## config.mk

```make
export PLATFORM = sky130hd
export DESIGN_NAME = sdram_client_arbiter
export DESIGN_NICKNAME = d
export VERILOG_FILES = /design/src/rtl/sdram_client_arbiter.sv
export SDC_FILE = /design/constraint.sdc
export NUM_CORES = 1
export LEC_CHECK = 0
export BUFFER_PORTS_ARGS = -buffer_cell sky130_fd_sc_hd__buf_2
export CAP_MARGIN = 15
export CORE_AREA = 2 2 89 91
export CTS_BUF_LIST = sky130_fd_sc_hd__clkbuf_4 sky130_fd_sc_hd__clkbuf_8
export DETAILED_ROUTE_END_ITERATION = 10
export DIE_AREA = 0 0 91 93
export PLACE_DENSITY_LB_ADDON = 0.08
export SYNTH_ARGS = -nofsm -noshare
export SYNTH_HDL_FRONTEND = slang
export SYNTH_SLANG_ARGS = --single-unit
```

## constraint.sdc

```tcl
create_clock -name i_Clk -period 2.7 [get_ports i_Clk]
set_clock_uncertainty 0.05 [all_clocks]
set_input_delay 0.675 -clock i_Clk [delete_from_list [all_inputs] [get_ports i_Clk]]
set_output_delay 0.675 -clock i_Clk [all_outputs]
set_load 0.1 [all_outputs]
```

## src/rtl/sdram_client_arbiter.sv

```systemverilog
// sdram_client_arbiter: shares one SDRAM controller port between the processor and scanout (one read burst per request).
// Define ARB_PERF_COUNT_EN to add the grant counter and the worst-case yield-wait counter.
module sdram_client_arbiter #(
  parameter int BURST_LEN = 8,
  parameter int ADDR_W    = 22,
  parameter int DATA_W    = 32
) (
  input  logic              i_Clk,
  input  logic              i_Rst_n,
  input  logic [1:0]        i_Proc_Command,
  input  logic [ADDR_W-1:0] i_Proc_Address,
  input  logic [DATA_W-1:0] i_Proc_Data_Write,
  input  logic              i_Proc_Yield,
  output logic              o_Proc_Requested,
  output logic              o_Proc_Read_Valid,
  output logic              o_Proc_Write_Done,
  input  logic              i_Disp_Req,
  input  logic [ADDR_W-1:0] i_Disp_Address,
  output logic              o_Disp_Busy,
  output logic [DATA_W-1:0] o_Disp_Data,
  output logic              o_Disp_Valid,
  output logic              o_Disp_Done,
  output logic [1:0]        o_Command,
  output logic [ADDR_W-1:0] o_Data_Address,
  output logic [DATA_W-1:0] o_Data_Write,
  input  logic              i_Data_Read_Valid,
  input  logic              i_Data_Write_Done,
  input  logic [DATA_W-1:0] i_Data_Read
`ifdef ARB_PERF_COUNT_EN
  ,
  output logic [15:0]       o_Grant_Count,
  output logic [15:0]       o_Yield_Wait_Max
`endif
);
  localparam logic [1:0] CMD_IDLE = 2'd0;
  localparam logic [1:0] CMD_READ = 2'd1;
  localparam int CNT_W = $clog2(BURST_LEN) + 1;

  typedef enum logic [1:0] {OWN_PROC, WAIT_YIELD, OWN_DISP, RELEASE} state_t;

  state_t            state_q, state_d;
  logic              busy_q, busy_d, req_q, req_d, last;
  logic [ADDR_W-1:0] addr_q, addr_d;
  logic [CNT_W-1:0]  cnt_q, cnt_d;

  always_comb begin
    state_d = state_q;
    busy_d  = busy_q;
    addr_d  = addr_q;
    cnt_d   = cnt_q;
    last    = cnt_q == CNT_W'(BURST_LEN - 1);
    if (i_Disp_Req && !busy_q && state_q != RELEASE) begin
      busy_d = 1'b1;
      addr_d = i_Disp_Address;
    end
    case (state_q)
      OWN_PROC:   state_d = busy_q ? WAIT_YIELD : OWN_PROC;
      WAIT_YIELD: state_d = i_Proc_Yield ? OWN_DISP : WAIT_YIELD;
      OWN_DISP: begin
        if (i_Data_Read_Valid) begin
          cnt_d = last ? '0 : cnt_q + CNT_W'(1);
          if (last) begin
            state_d = RELEASE;
            busy_d  = 1'b0;
          end
        end
      end
      default:    state_d = OWN_PROC;
    endcase
    // Requested stays high across the whole grant so the processor cannot leave idle mid-burst
    req_d = state_d == WAIT_YIELD || state_d == OWN_DISP;
  end

  always_ff @(posedge i_Clk or negedge i_Rst_n) begin
    if (!i_Rst_n) begin
      state_q <= OWN_PROC;
      busy_q  <= 1'b0;
      req_q   <= 1'b0;
      addr_q  <= '0;
      cnt_q   <= '0;
    end else begin
      state_q <= state_d;
      busy_q  <= busy_d;
      req_q   <= req_d;
      addr_q  <= addr_d;
      cnt_q   <= cnt_d;
    end
  end

  assign o_Command         = state_q == OWN_DISP ? CMD_READ : state_q == RELEASE ? CMD_IDLE : i_Proc_Command;
  assign o_Data_Address    = state_q == OWN_DISP ? addr_q + ADDR_W'(cnt_q) : i_Proc_Address;
  assign o_Data_Write      = i_Proc_Data_Write;
  assign o_Proc_Read_Valid = i_Data_Read_Valid && state_q != OWN_DISP;
  assign o_Proc_Write_Done = i_Data_Write_Done && state_q != OWN_DISP;
  assign o_Disp_Valid      = i_Data_Read_Valid && state_q == OWN_DISP;
  assign o_Disp_Data       = i_Data_Read;
  assign o_Disp_Done       = state_q == RELEASE;
  assign o_Disp_Busy       = busy_q;
  assign o_Proc_Requested  = req_q;

`ifdef ARB_PERF_COUNT_EN
  logic [15:0] grant_q, grant_d, wait_q, wait_d, max_q, max_d;

  assign grant_d = state_q == RELEASE && grant_q != 16'hFFFF ? grant_q + 16'd1 : grant_q;
  assign wait_d  = state_q != WAIT_YIELD ? 16'd0 : wait_q == 16'hFFFF ? wait_q : wait_q + 16'd1;
  assign max_d   = state_q == WAIT_YIELD && wait_d > max_q ? wait_d : max_q;

  always_ff @(posedge i_Clk or negedge i_Rst_n) begin
    if (!i_Rst_n) begin
      grant_q <= '0;
      wait_q  <= '0;
      max_q   <= '0;
    end else begin
      grant_q <= grant_d;
      wait_q  <= wait_d;
      max_q   <= max_d;
    end
  end

  assign o_Grant_Count    = grant_q;
  assign o_Yield_Wait_Max = max_q;
`endif
endmodule
```

==> flow_summary.yaml <==
setup_path:
  cp_common_cell: "buf_12"
  max_stage_delay_ps: 490
  end_kind: "output port"
  crit_chain: "ha_4 > o21a_1 > a21oi_4 > buf_12 > or4_4 > a31oi_4 > buf_12"
  cp_num_buf_inv: 2
  critPathTopFamily: "simple AND/OR/NAND/NOR gates"
  cp_max_fo: 11
  cp.arrival_ps: 2290
  worstSetupPathType: "flip-flop to output port"
  crit_required_ps: 1980
  crit_path_start_kind: "flip-flop"
  crit_path_top_delay_cell: "or4_4"
logic_synthesis:
  synth_top_cell_area_share: 0.301
  synth_area_leaders: "dfrtp_1 30%, buf_4 19%, mux2_2 11%"
  ys_seq_elements: 30
  synth_simple_gate_area_share: 0.176
  postSynthAreaPerCell_sq_um: 9.14
  synth.distinct_cells: 46
  synth_compound_gate_area_share: 0.117
  synth_fp_nets: 395
  synthTopCellsByCount: "64 x buf_4, 30 x dfrtp_1, 24 x mux2_2"
  synth-async-reset-ratio: 1.00
  yosysMostFrequentCell: "buf_4"
  yosysSeqAreaShare: 0.301
  yosysWarningCount: 0
  syn_area_sq_um: 2500
  ys.flop_type: "dfrtp_1"
  synth_cells: 273
  synth_top_family_by_area: "buffers and inverters"
  synth_adder_area_share: 0.0331
  synth_xor_area_frac: 0.0281
  synth-edff-count: 0
  yosysTopAreaCell: "dfrtp_1"
  muxShareOfSynthArea: 0.112
routing:
  drc_errors: 0
  dr_total_vias: 2139
  detail_route.wl_per_cell_um: 17.9
  drt_first_pass_iters: 4
  dr_wl_met3_um: 802
  top_layer: "met5"
  routed_wl_mm: 7.64
  drtAntennaViolNets: 0
  wl_met2_mm: 3.64
  drt_iter0_drc: 49
  vias_per_cell: 5.01
  m1WireLength_mm: 2.92
finish:
  fin_util: 0.505
  drive_gt1_frac: 0.662
  final_nets: 446
  instances_no_fill: 427
  area_delta_synth_final_pct: 52.3
  diodes: 0
power_and_ir_drop:
  p_total_mw: 5.56
  p_leak_nw: 1.61
  powerDensity_nw_per_um2: 1460
  peakVddDrop_uv: 817
global_routing:
  gr-usage-all-layers: 0.181
  grt_pass1_vias: 2213
  grt_max_degree: 32
  antenna_found_initial: 0
  grt_pass1_wl_mm: 11.7
  grt_overflow: 0
timing:
  rsz0062_at_grt: "yes"
  hold_violations: 0
  maxSlewHeadroom: 0.535
  timing.final.crit_share: 1.12
  fmax_mhz: 332
  tightestPinTransition_ps: 698
  fin_ws_ps: -313
  slew_violations: 0
  setup-tns-final_ps: -4300
  setup_violations: 18
  fin_crit_ps: 3010
floorplan:
  core_area_sq_um: 7530
  die_h_um: 93
  start_util: 0.332
  die_w_um: 91
  num_rows: 32
  fp.dieArea_sq_um: 8460
  ios: 210
place:
  portBuffers: 81
  dp_slack_ps: -45.0
  placed_cells: 406
  place_congestion: 0.699
  hpwlAfterDp_mm: 6.00
clocking:
  path_clk_slew_ps: 70
  clockBufferDepth: 2
  clk-insertion-delay-late_ps: 290
  cts_max_level: 2
  cts_made_buffers: 5
  cts_hold_buf: 0
  cts_sinks: 30
  root_buffer: "clkbuf_8"
  cts_tree: "built"
status:
  violations: "negative setup slack"
  outcome: "complete, but fails checks"
job:
  maxCapViolations: 0
min_path:
  min_path_type: "input pin to asynchronous set/reset pin"
## worst register-to-register path: stages, from the launching register on
cell	delay, ps
dfrtp_1	440
and2b_2	260
buf_12	230
and2_1	300
nand4_1	140
mux2_2	280
## final cells by class
| cell class | count | area [sq um] |
|---|---|---|
| fillers | 751 | 3720 |
| multi-input cells | 164 | 1690 |
| repair buffers | 118 | 1120 |
| flip-flops and latches | 30 | 751 |
| well taps | 102 | 128 |
| clock buffers | 7 | 90.1 |
| inverters | 5 | 18.8 |
| clock inverters | 1 | 5.00 |
## per-layer routing
layer  global-route usage  up-vias
met5               0.0577        -
met4               0.0694        2
met3               0.0838       22
met2                0.294      108
met1                0.202     1000
li1                     -     1007
## repair_timing
| item | CTS | global route |
|---|---|---|
| cloned | 1 | 0 |
| gates resized for setup | 9 | 11 |
| buffers inserted | 8 | 4 |
| setup endpoints to repair | 18 | 19 |
| endpoints found under the hold margin | 0 | 0 |
| pin swaps | 19 | 17 |
## cells by family after synthesis
family / Yosys count
AOI/OAI and AO/OA: 46
xor gates and xnor gates: 8
adders and majority gates: 6
buffers and inverters: 80
DFF: 30
muxes: 25
and+or+nand+nor: 78
## power by group
group | switching, mW | internal, mW | leakage, nW
Combinational | 2.53 | 1.79 | 1.19
Sequential | 0.184 | 0.664 | 0.360
Clock | 0.174 | 0.215 | 0.0517
## metrics by stage
stage,cell area [sq um],hold WS (ps)
detailed placement,3490,462
global placement,3490,452
finish,3800,383
global route,3800,438
floorplan,2930,329
CTS,3710,413
## worst paths after layout
| kind | end | slack (ps) | depth (start not counted) | start |
|---|---|---|---|---|
| min reg2reg | addr_q[1] | 500 | 1 | addr_q[1] |
| min | addr_q[2] | 380 | 1 | i_Rst_n |
| min in group i_Clk | addr_q[1] | 500 | 1 | addr_q[1] |
| max | o_Data_Address[17] | -310 | 7 | cnt_q[3] |
| max in group asynchronous | addr_q[10] | 1770 | 1 | i_Rst_n |
| max reg2reg | cnt_q[3] | 880 | 5 | state_q[0] |
## cell usage in the layout (no fill, tap or decap), types with 3 or more instances in the layout
cell type and instances:
buf_6 3, o211ai_1 3, or4_4 9, a31oi_4 13, o31ai_1 4, o21ai_2 6, mux2_2 24, xnor2_1 3
dfrtp_1 30, inv_1 5, xor2_1 3, buf_2 55, nand4_1 3, or3_4 4, nand2_1 21, o31ai_4 4
o21ai_4 6, buf_4 31, buf_12 29, ha_4 3, clkbuf_8 6, nand3_1 4, and2_1 3, nor2_1 16
## state kept, by name (all words and copies together), names as in the netlist
register,cells
o_Disp_Busy,1
addr_q,22
state_q,2
cnt_q,4
o_Proc_Requested,1
Note: power is estimated with default switching activity, not from simulation.
